[src/rtl/swi_conditioner.sv]
// Synchronise, debounce and edge-detect the SWI switch bank on clk_2.
// Define SWI_AUTOREPEAT_EN to add per-bit auto-repeat rise pulses.
module swi_conditioner #(
    parameter int NBITS         = 8,
    parameter int DEB_CYCLES    = 4,
    parameter int REPEAT_CYCLES = 16
) (
    input  logic             clk_2,
    input  logic             reset_n,
    input  logic [NBITS-1:0] SWI,
    output logic [NBITS-1:0] swi_db,
    output logic [NBITS-1:0] swi_rise,
    output logic [NBITS-1:0] swi_fall,
    output logic             any_rise,
    output logic [7:0]       press_cnt
);

    localparam int CW = (DEB_CYCLES < 2) ? 1 : $clog2(DEB_CYCLES);
    localparam logic [CW-1:0] CMAX = CW'(DEB_CYCLES - 1);

    logic [NBITS-1:0] r_sync1;
    logic [NBITS-1:0] r_sync2;
    logic [NBITS-1:0] r_db;
    logic [NBITS-1:0] r_rise;
    logic [NBITS-1:0] r_fall;
    logic             r_any;
    logic [7:0]       r_press;
    logic [CW-1:0]    r_cnt [NBITS];

    logic [NBITS-1:0] w_chg;
    logic [NBITS-1:0] w_rep;
    logic [NBITS-1:0] w_rise;
    logic [NBITS-1:0] w_fall;

    // A bit flips only after DEB_CYCLES consecutive mismatching samples.
    always_comb begin
        w_chg = '0;
        for (int i = 0; i < NBITS; i++) begin
            w_chg[i] = (r_sync2[i] != r_db[i]) && (r_cnt[i] == CMAX);
        end
    end

    assign w_rise = (w_chg & r_sync2) | w_rep;
    assign w_fall = w_chg & ~r_sync2;

`ifdef SWI_AUTOREPEAT_EN
    localparam int RW = (REPEAT_CYCLES < 2) ? 1 : $clog2(REPEAT_CYCLES);
    localparam logic [RW-1:0] RMAX = RW'(REPEAT_CYCLES - 1);

    logic [RW-1:0] r_rcnt [NBITS];

    // A bit that is falling this cycle must not also repeat.
    always_comb begin
        w_rep = '0;
        for (int i = 0; i < NBITS; i++) begin
            w_rep[i] = r_db[i] && !w_chg[i] && (r_rcnt[i] == RMAX);
        end
    end

    always_ff @(posedge clk_2 or negedge reset_n) begin
        if (!reset_n) begin
            for (int i = 0; i < NBITS; i++) begin
                r_rcnt[i] <= '0;
            end
        end else begin
            for (int i = 0; i < NBITS; i++) begin
                if (!r_db[i] || w_rise[i]) begin
                    r_rcnt[i] <= '0;
                end else begin
                    r_rcnt[i] <= r_rcnt[i] + 1'b1;
                end
            end
        end
    end
`else
    assign w_rep = '0;
`endif

    always_ff @(posedge clk_2 or negedge reset_n) begin
        if (!reset_n) begin
            r_sync1 <= '0;
            r_sync2 <= '0;
        end else begin
            r_sync1 <= SWI;
            r_sync2 <= r_sync1;
        end
    end

    always_ff @(posedge clk_2 or negedge reset_n) begin
        if (!reset_n) begin
            for (int i = 0; i < NBITS; i++) begin
                r_cnt[i] <= '0;
            end
        end else begin
            for (int i = 0; i < NBITS; i++) begin
                if (r_sync2[i] == r_db[i] || w_chg[i]) begin
                    r_cnt[i] <= '0;
                end else begin
                    r_cnt[i] <= r_cnt[i] + 1'b1;
                end
            end
        end
    end

    always_ff @(posedge clk_2 or negedge reset_n) begin
        if (!reset_n) begin
            r_db   <= '0;
            r_rise <= '0;
            r_fall <= '0;
            r_any  <= 1'b0;
        end else begin
            r_db   <= (r_db & ~w_chg) | (r_sync2 & w_chg);
            r_rise <= w_rise;
            r_fall <= w_fall;
            r_any  <= |w_rise;
        end
    end

    // Counts registered bit-0 rise pulses, hence one cycle behind them.
    always_ff @(posedge clk_2 or negedge reset_n) begin
        if (!reset_n) begin
            r_press <= '0;
        end else begin
            r_press <= r_press + {7'd0, r_rise[0]};
        end
    end

    assign swi_db    = r_db;
    assign swi_rise  = r_rise;
    assign swi_fall  = r_fall;
    assign any_rise  = r_any;
    assign press_cnt = r_press;

endmodule

[config.mk]
export PLATFORM = sky130hd
export DESIGN_NAME = swi_conditioner
export DESIGN_NICKNAME = d
export VERILOG_FILES = /design/src/rtl/swi_conditioner.sv
export SDC_FILE = /design/constraint.sdc
export NUM_CORES = 1
export LEC_CHECK = 0
export ABC_AREA = 0
export CAP_MARGIN = 10
export CORE_ASPECT_RATIO = 0.75
export CORE_UTILIZATION = 44
export DETAILED_ROUTE_END_ITERATION = 12
export GPL_ROUTABILITY_DRIVEN = 0
export PLACE_DENSITY_LB_ADDON = 0.1
export SYNTH_ARGS = -nofsm -noshare
export SYNTH_HDL_FRONTEND = slang
export SYNTH_SLANG_ARGS = --single-unit
[constraint.sdc]
create_clock -name clk_2 -period 1.7 [get_ports clk_2]
set_input_delay 0.255 -clock clk_2 [delete_from_list [all_inputs] [get_ports clk_2]]
set_output_delay 0.255 -clock clk_2 [all_outputs]
set_load 0.01 [all_outputs]
**Yosys cells after proc, flatten, opt, wreduce, memory -nomap -nowiden**

Cells that the tools add are included.

- Multiplexer cells: 8
- Reductions and logical operators: 17
- Bitwise gates (word level): 6
- Eq/ne operators: 24
- Add/sub/neg operators: 9

Operators by type and width:

| kind | number |
|---|---|
| AND 8 bit | 3 |
| adder 2 x 1 -> 2 bit (second input constant) | 8 |
| equality test 2 bit (second input constant) | 8 |
| two-way mux 2 bit | 8 |
| NOT 8 bit | 2 |
| adder 8 x 1 -> 8 bit | 1 |
| equality test 1 bit | 8 |
| logical AND 1 bit | 8 |
| logical OR 1 bit | 8 |
| != test 1 bit | 8 |
| bitwise OR 8 bit | 1 |
| OR reduction 8 bit | 1 |

- Bits of input ports: 10
- Flip-flop bits (word level): 65
- Output and inout bits: 33

**Logic depth before layout (Yosys ltp)**

- Depth after elaboration: 5
- Mapped depth: 4

**Worst setup path after synthesis**

Ideal clock, no wire load.

- Path type: reg2reg
- Start: register r_cnt[0] (netlist name)
- End: register r_any, in the netlist any_rise
- Path buffers: 0
- Setup slack: 0.305 ns
- Library setup time: 0.138 ns
- Stages on the path, launching flop included: 5
- Clock period less this slack: 1.395 ns
- Required time: 1.562 ns
- Data arrival time: 1.257 ns
- Cell sequence: dfrtp_1 ha_1 nand3b_1 o2111ai_1 or4_1

- Word-level cells in the longest chain between the ends: 4

Ends and longest elaborated chain:

| element | line | text |
|---|---|---|
| start: declaration | 28 | `logic [CW-1:0] r_cnt [NBITS];` |
| start signal: indexed assignment | 99 | `r_cnt[i] <= r_cnt[i] + 1'b1;` |
| equality test 2 bit | 39 | `w_chg[i] = (r_sync2[i] != r_db[i]) && (r_cnt[i] == CMAX);` |
| logical AND 1 bit | 39 |  |
| AND 8 bit | 43 | `assign w_rise = (w_chg & r_sync2) \| w_rep;` |
| OR reduction 8 bit | 115 | `r_any <= \|w_rise;` |
| end signal: assignment | 115 |  |
| end: declaration | 26 | `logic r_any;` |

Every way passes these cells.

**Final worst setup path**

- Start: register r_press[2], in the netlist press_cnt[2]
- End: output port press_cnt[2]

RTL lines:

| element | line | text |
|---|---|---|
| start: declaration | 27 | `logic [7:0] r_press;` |
| start signal: assignment | 124 | `r_press <= r_press + {7'd0, r_rise[0]};` |
| end: declaration | 15 | `output logic [7:0] press_cnt` |

No word-level cell between the ends.

==> reports/qor.csv <==
metric;value;unit
clk_pin_slew;0.06;ns
synth_top_family_by_area;simple AND/OR/NAND/NOR gates;
netlist_instances;159;
min_path_type;register to register;
start_util;45.86;%
power.density;1410;mW/mm²
tns;0;ns
io_buffers;42;
rrSetupSlack;0.17;ns
power;0.004132;W
dieArea;0.005400;mm²
fill_cells;394;
slew_headroom;77.80;%
start_kind;register;
synth_compound_area_share;2.450;%
grt_pass1_wl;6.147;mm
synth_cell_type_count;16;
worstSetupEndpointType;output port;
muxShareOfSynthArea;0;%
ys_seq_elements;65;
synth_fa_ha_area_share;5.568;%
r2r_start;r_cnt[8];
rr_endpoint;any_rise;
cts_sinks;65;
worstPathArrival;1.32;ns
remaining_drc_errors;7;
cts_root_buffer;clkbuf_8;
dr.pass1.iters;8;
drive_above_1_share;5.991;%
fmax;635.2;MHz
p_leak;1.366;nW
io_pins;43;
path_buf_inv;1;
numCtsBuffers;9;
routed-via-count;1346;
insertion_delay;0.33;ns
core_area;0.004900;mm²
setup_viol;0;
hold_violations;0;
die_w;84.52;µm
yosys.area_share.simple;12.31;%
grt_use_total;15.42;%
num_antenna_cells;0;
seq_area_frac_synth;72.38;%
path_depth;1;
rows;22;
gr-total-overflow;0;
finClkSkew;0.006328;ns
routedWlPerCell;12.57;µm
rsz0062_at_grt;no;
yosys.area_share.xor_xnor;5.457;%
crit_fanout;5;
ctsHtreeMaxLevel;3;
worstSetupPathType;register to output port;
viasPerCell;4.859;
dp_hpwl;2.452;mm
period_share;92.60;%
finalCriticalPeriod;1.574;ns
grt_pass1_vias;1411;
worstPathRequired;1.44;ns
syn-mean-instance-area;14.13;µm²
slowest_stage;clkdlybuf4s50_1;
endpoint;press_cnt[2];
path_delay_family;buffers and inverters;
reg2reg_depth;4;
fin_util;59.81;%
tightest_slew;0.3329;ns
critPathLaunch;press_cnt[2];
maxCapViolations;0;
fin_nets;234;
area_delta_synth_final;30.40;%
post_cts_buffers;0;
status;finished with violations;
cts_tree;done;
routed_wl;3.482;mm
dr.first_iter.drc_count;51;
die_h;63.89;µm
synthesis.nets;179;
violations;design-rule violations;
finalMaxSlewViolations;0;
antenna_found_initial;0;
grt_max_degree;66;
ant_nets;0;
yosys_warnings;0;
max_stage_delay;0.57;ns
ir_drop;0.0008062;V
crit_chain;clkdlybuf4s50_1;
syn_area;0.002247;mm²
max-clock-path-buffers;2;
==> cells in the mapped netlist <==
| cell | count | area (µm²) |
|---|---|---|
| dfrtp_1 | 65 | 1627 |
| nor3b_1 | 15 | 112.6 |
| xnor2_1 | 13 | 113.9 |
| inv_1 | 11 | 41.29 |
| ha_1 | 10 | 125.1 |
| nand2_1 | 9 | 33.78 |
| nor3_1 | 8 | 40.04 |
| o21ai_0 | 8 | 40.04 |
| nor2_1 | 6 | 22.52 |
| nand3_1 | 5 | 25.02 |
| nand3b_1 | 3 | 22.52 |
| and3_1 | 2 | 12.51 |
| o2111ai_1 | 1 | 8.760 |
| o22ai_1 | 1 | 6.260 |
| or4_1 | 1 | 7.510 |
| xor2_1 | 1 | 8.760 |
==> stage by stage <==
| step | hold WS, ns | worst slack (ns) | cell area (µm²) | std cells |
|---|---|---|---|---|
| floorplan | -0.04059 | 0.3047 | 2247 | 159 |
| global placement | 0.2870 | 0.2540 | 2758 | 262 |
| detailed placement | 0.2908 | 0.1864 | 2758 | 262 |
| CTS | 0.3414 | 0.09764 | 2930 | 277 |
| global route | 0.3452 | 0.04587 | 2930 | 277 |
| finish | 0.3513 | 0.1257 | 2930 | 277 |
==> power by group <==
group          switching (W)  total, W  internal [W]
registers           0.000232   0.00209       0.00186
logic               0.000414  0.000946      0.000532
clock network       0.000500   0.00109      0.000595
==> worst min path at each step <==
stage               start                    endpoint  slack (ns)  cells after the start
4_1_cts            SWI[0]                  r_sync1[0]        0.34                      1
3_3_place_gp      reset_n                 swi_fall[5]        0.29                      2
2_1_floorplan     reset_n  asynchronous set/reset pin       -0.04                      0
3_5_place_dp      reset_n  asynchronous set/reset pin        0.29                      2
6_report       r_sync1[4]                  r_sync2[4]        0.35                      0
5_1_grt            SWI[2]                  r_sync1[2]        0.35                      1
==> final cells by class <==
type	count	area [µm²]	share of cell area (%)
Clock buffer	14	162.7	5.551
Sequential cell	65	1627	55.51
Inverter	11	41.29	1.409
Tap cell	60	75.07	2.562
Multi-Input combinational cell	83	579.3	19.77
Timing Repair Buffer	44	445.4	15.20
==> worst reg2reg max path, cell delays in order, from the launching register on <==
cell,delay (ns)
dfrtp_1,0.38
ha_1,0.26
nand3b_1,0.14
o2111ai_1,0.12
or4_1,0.49
==> per-layer routing <==
layer  global-route usage, %  up-vias  part of all wire [%]
met2                   24.39       36                    47
met3                   8.656        8                   6.9
li1                        -      643                     -
met5                       0        -                     0
met4                   5.508        0                   1.3
met1                   17.71      659                    45
==> logic make-up (layout without fill, tap and decap cells) <==
family	Yosys count	after routing
flip-flops	65	65
AND/OR/NAND/NOR	49	49
XOR/XNOR	14	14
buffers and inverters	11	69
adder cells (fa/ha/maj)	10	10
AO/OA/AOI/OAI	10	10
==> timing repair <==
item	in CTS	in global routing
resized for setup	0	0
hold buffers	1	0
endpoints found under the hold margin	65	0
endpoints found under the setup margin	0	0
==> layout by cell type (no fill, tap or decap), drive strengths merged <==
master	netlist	layout
and3	2	2
buf	0	2
clkbuf	0	14
clkdlybuf4s50	0	41
dfrtp	65	65
dlygate4sd3	0	1
ha	10	10
inv	11	11
nand2	9	9
nand3	5	5
nand3b	3	3
nor2	6	6
nor3	8	8
nor3b	15	15
o2111ai	1	1
o21ai	8	8
o22ai	1	1
or4	1	1
xnor2	13	13
xor2	1	1
Power figures use the tool's default switching activity.
==> RTL change 1, RTL diff (same flow settings) <==
Register the output `press_cnt` once more; this adds one clock of latency there. The other outputs are not delayed to match.
--- a/src/rtl/swi_conditioner.sv
+++ b/src/rtl/swi_conditioner.sv
@@ -129,7 +129,9 @@
     assign swi_rise  = r_rise;
     assign swi_fall  = r_fall;
     assign any_rise  = r_any;
-    assign press_cnt = r_press;
+    always_ff @(posedge clk_2) begin
+        press_cnt <= r_press;
+    end
 
 endmodule
 
Check against the original RTL: not equivalent (Yosys sat finds a counterexample within 10 cycles, from zero or initial values and one cycle with reset_n low).
==> RTL change 1 against the original RTL <==
Cell count grew 7.6%; wire length grew 6.3%; setup slack lost 0.017 ns; sequential cell count grew 8; area after synthesis grew 7.3%; total power grew 6.6%; final area grew 6.9%; sequential power grew 10%; largest cell class unchanged.
==> RTL change 1: results (changes against the original RTL) <==
Clock network
  – Worst-path clk slew: 0.06 ns (about the same)
  – Worst-Skew Late Latency: 0.34 ns
  – H-tree Lvls: 3 (unchanged)
  – Post-CTS setup buffer count: 0 (unchanged)
  – Post-CTS resize count: 0 (unchanged)
  – CTS max path bufs: 2 (unchanged)
  – CTS Buf Count: 9 (unchanged)
  – Root Driver: clkbuf_8 (unchanged)

Setup path
  – CP max FO: 5 (unchanged)
  – CP delay by family, top: buffers and inverters (unchanged)
  – Max incr delay on CP: 0.58 ns
  – Slowest CP cell: clkdlybuf4s50_1 (unchanged)
  – Worst EP arrival: 1.34 ns (was 1.32 ns)

Pwr
  – Leakage: 1.45 nW (was 1.37 nW)
  – VDD IR max: 0.765 mV (was 0.806 mV)

Drt
  – Via density: 4.62 (was 4.86)
  – Pre-antenna DRT Iters: 3 (was 8)
  – Final WL: 3.70 mm (was 3.48 mm)
  – Initial drt markers: 47 (was 51)
  – Drt drc: 0 (was 7)

Yosys
  – Count of cell types in the netlist: 20 (was 16)
  – Ys Warns: 0 (unchanged)
  – Fraction of registers with async set/reset: 89.0% (was 100%)
  – Post-synthesis sequential area ratio: 74.1% (was 72.4%)
  – Synth area leaders: dfrtp_1 67%, dfxtp_1 6.6%, ha_1 5.2% (was dfrtp_1 72%, ha_1 5.6%, xnor2_1 5.1%)
  – Synth cell count leaders: 65 x dfrtp_1, 15 x nor3b_1, 13 x xnor2_1 (unchanged)
  – Syn Nets: 185 (was 179)

Cells and area
  – Ratio of cells with drive above 1 in the final layout: 7.52% (was 5.99%)
  – Final instance area: 3130 um^2 (was 2930 um^2)
  – Antenna cells: 0 (unchanged)
  – Fill count: 419 (was 394)
  – Fin nets: 241 (was 234)

Run status
  – Outcome: complete, no violations (was finished with violations)

Placed design
  – Placed standard-cell area: 2960 um^2 (was 2760 um^2)
  – Detailed placement HPWL: 2.64 mm (was 2.45 mm)
  – I/O Buffers: 42 (unchanged)

Timing
  – Layout Skew: 0.00580 ns (was 0.00633 ns)
  – Worst rel slew slack: 61.2% (was 77.8%)
  – Endpoints failing setup: 0 (unchanged)
  – Slew Viols, Final: 0 (unchanged)

Global route
  – First-pass GRT wire length: 6.33 mm (was 6.15 mm)
  – GRT Resource Usage Total: 15.3% (was 15.4%)
  – Number of global-route vias before repair: 1424 (was 1411)
  – Largest net degree at the start of global routing: 25 (was 66)
  – Initial antenna violation count: 0 (unchanged)

Worst hold path
  – Hold Crit Class: register to register (unchanged)
## RTL change 1: worst paths after layout
| check | startpoint | end | slack [ns] | cells past startpoint |
|---|---|---|---|---|
| worst max register to register | r_cnt[14]$_DFF_PN0_ | any_rise$_DFF_PN0_ | 0.17 | 4 |
| worst min register to register | r_sync1[6]$_DFF_PN0_ | r_sync2[6]$_DFF_PN0_ | 0.35 | 0 |
| max in group asynchronous | reset_n | async pin | 0.73 | 3 |
| min in group asynchronous | reset_n | r_press[4]$_DFF_PN0_ | 0.45 | 2 |
| worst max-delay path | register | swi_db[0] | 0.11 | 1 |
| worst min-delay path | r_sync1[6]$_DFF_PN0_ | r_sync2[6]$_DFF_PN0_ | 0.35 | 0 |
## RTL change 1: report_power, final
part           leakage [nW]  internal (W)  switching [W]  total, W
combinational         0.461      0.000554       0.000419  0.000973
clock                0.0899      0.000560       0.000569   0.00113
sequential            0.903       0.00207       0.000233   0.00230
## RTL change 1: timing repair
item	4_1_cts	5_1_grt
endpoints found under the hold margin	22	0
hold buffers	1	0
setup endpoints to repair	0	0
## RTL change 1: layout make-up
type	instances	share of cell area (%)
inverter	10	1.20
timing repair buffer	45	14.9
sequential	73	57.1
clock inverter	4	0.639
clock buffer	12	4.63
tap	72	2.88
multi-input combinational	82	18.7
## RTL change 1: kinds of logic (layout without fill, tap and decap cells)
kind of cell / after synthesis / in the layout / share of synthesized area (%)
flip-flops: 73 / 73 / 74.1
adder cells (fa/ha/maj): 10 / 10 / 5.19
buffers and inverters: 10 / 71 / 1.56
multiplexers: 1 / 1 / 0.467
XOR/XNOR: 14 / 14 / 5.09
AND/OR/NAND/NOR: 49 / 49 / 11.9
AO/OA/AOI/OAI: 8 / 8 / 1.71
## RTL change 1: metal layers
layer	global-route usage, %	vias to the layer above	part of all wire [%]
met3	8.36	4	5.4
met4	5.53	0	0.97
li1	-	661	-
met1	17.1	679	45
met2	24.7	32	49
met5	0	-	0
## RTL change 1: stage by stage
stage               hold slack [ns]  instances  worst slack [ns]
CTS                           0.324        298            0.0725
global route                  0.335        298            0.0422
detailed placement            0.288        281             0.178
finish                        0.347        298             0.109
global placement              0.273        281             0.238
floorplan                   -0.0406        165             0.270
## RTL change 1: worst register-to-register path: stages (launching register included)
cell      delay, ns
dfrtp_1        0.38
ha_1           0.26
and3b_1        0.20
nand4b_1       0.16
or4_1          0.40
==> RTL change 2, RTL diff (same flow settings) <==
Made on the original files. The option `SWI_AUTOREPEAT_EN` is turned on by a define.
--- a/src/rtl/swi_conditioner.sv
+++ b/src/rtl/swi_conditioner.sv
@@ -1,5 +1,7 @@
 // Synchronise, debounce and edge-detect the SWI switch bank on clk_2.
 // Define SWI_AUTOREPEAT_EN to add per-bit auto-repeat rise pulses.
+`define SWI_AUTOREPEAT_EN
+
 module swi_conditioner #(
     parameter int NBITS         = 8,
     parameter int DEB_CYCLES    = 4,
Check against the original RTL: no difference found for any inputs over 10 cycles, from zero or initial values and one cycle with reset_n low; that may be too few to reach the edited logic, so the function may still have changed.
==> RTL change 2 against the original RTL <==
Area after synthesis increased by 61%; highest routed layer unchanged; total power increased by 66%; wire length increased by 51%; final area increased by 51%; sequential cell count increased by 32; fmax decreased by 3.7%; largest power group unchanged; setup slack got worse by 0.060 ns.
==> RTL change 2: results (changes against the original RTL) <==
Yosys
  – Compound-cell area share of the yosys netlist: 3.60% (was 2.45%)
  – Synth cell count leaders: 97 x dfrtp_1, 29 x nor2_1, 20 x nand3_1 (was 65 x dfrtp_1, 15 x nor3b_1, 13 x xnor2_1)
  – Xor and xnor area share after synthesis: 7.27% (was 5.46%)
  – Count of cell types in the netlist: 26 (was 16)
  – Synth area leaders: dfrtp_1 67%, ha_1 6.2%, xor2_1 4.4% (was dfrtp_1 72%, ha_1 5.6%, xnor2_1 5.1%)

Drt
  – Pre-antenna DRT Iters: 4 (was 8)
  – Via density: 4.65 (was 4.86)
  – Met1 wire length: 2.66 mm (was 1.55 mm)

Worst hold path
  – Hold Path Origin: SWI[6] (was r_sync1[4]$_DFF_PN0_)
  – Hold Crit Class: input pin to register (was register to register)

Pwr
  – Pint: 0.00472 W (was 0.00299 W)
  – Leakage: 2.06 nW (was 1.37 nW)
  – P_comb: 0.00198 W (was 0.000946 W)

Cells and area
  – Area grow syn2layout: 22.4% (was 30.4%)
  – Fill count: 691 (was 394)

Clock network
  – Worst-path clk slew: 0.09 ns (was 0.06 ns)

Placed design
  – Pre-CTS setup slack: 0.181 ns (was 0.186 ns)

Run status
  – Outcome: complete, no violations (was finished with violations)

Global route
  – Met3 global-route usage: 5.19% (was 8.66%)
  – Largest net degree at the start of global routing: 31 (was 66)
  – Met2 Usage GRT: 20.3% (was 24.4%)

Setup path
  – Worst EP arrival: 1.38 ns (was 1.32 ns)
  – Crit path capture: swi_db[7] (was press_cnt[2])
  – CP max FO: 7 (was 5)

Timing
  – Layout Skew: 0.0106 ns (was 0.00633 ns)
RTL change 2: cell types whose count changed after synthesis, moves of 8 or more:
| cell | unedited run | this run |
|---|---|---|
| and2_1 | 0 | 14 |
| dfrtp_1 | 65 | 97 |
| nand2_1 | 9 | 1 |
| nand3_1 | 5 | 20 |
| xor2_1 | 1 | 18 |
| ha_1 | 10 | 18 |
| nor2_1 | 6 | 29 |
| inv_1 | 11 | 2 |
| nor2b_1 | 0 | 8 |
RTL change 2: final cells by class:
cell class | instances | area share [%]
Inverter | 2 | 0.170
Clock inverter | 3 | 0.537
Sequential cell | 97 | 55.1
Multi-Input combinational cell | 165 | 26.7
Clock buffer | 13 | 3.82
Timing Repair Buffer | 46 | 10.7
Tap cell | 105 | 2.97
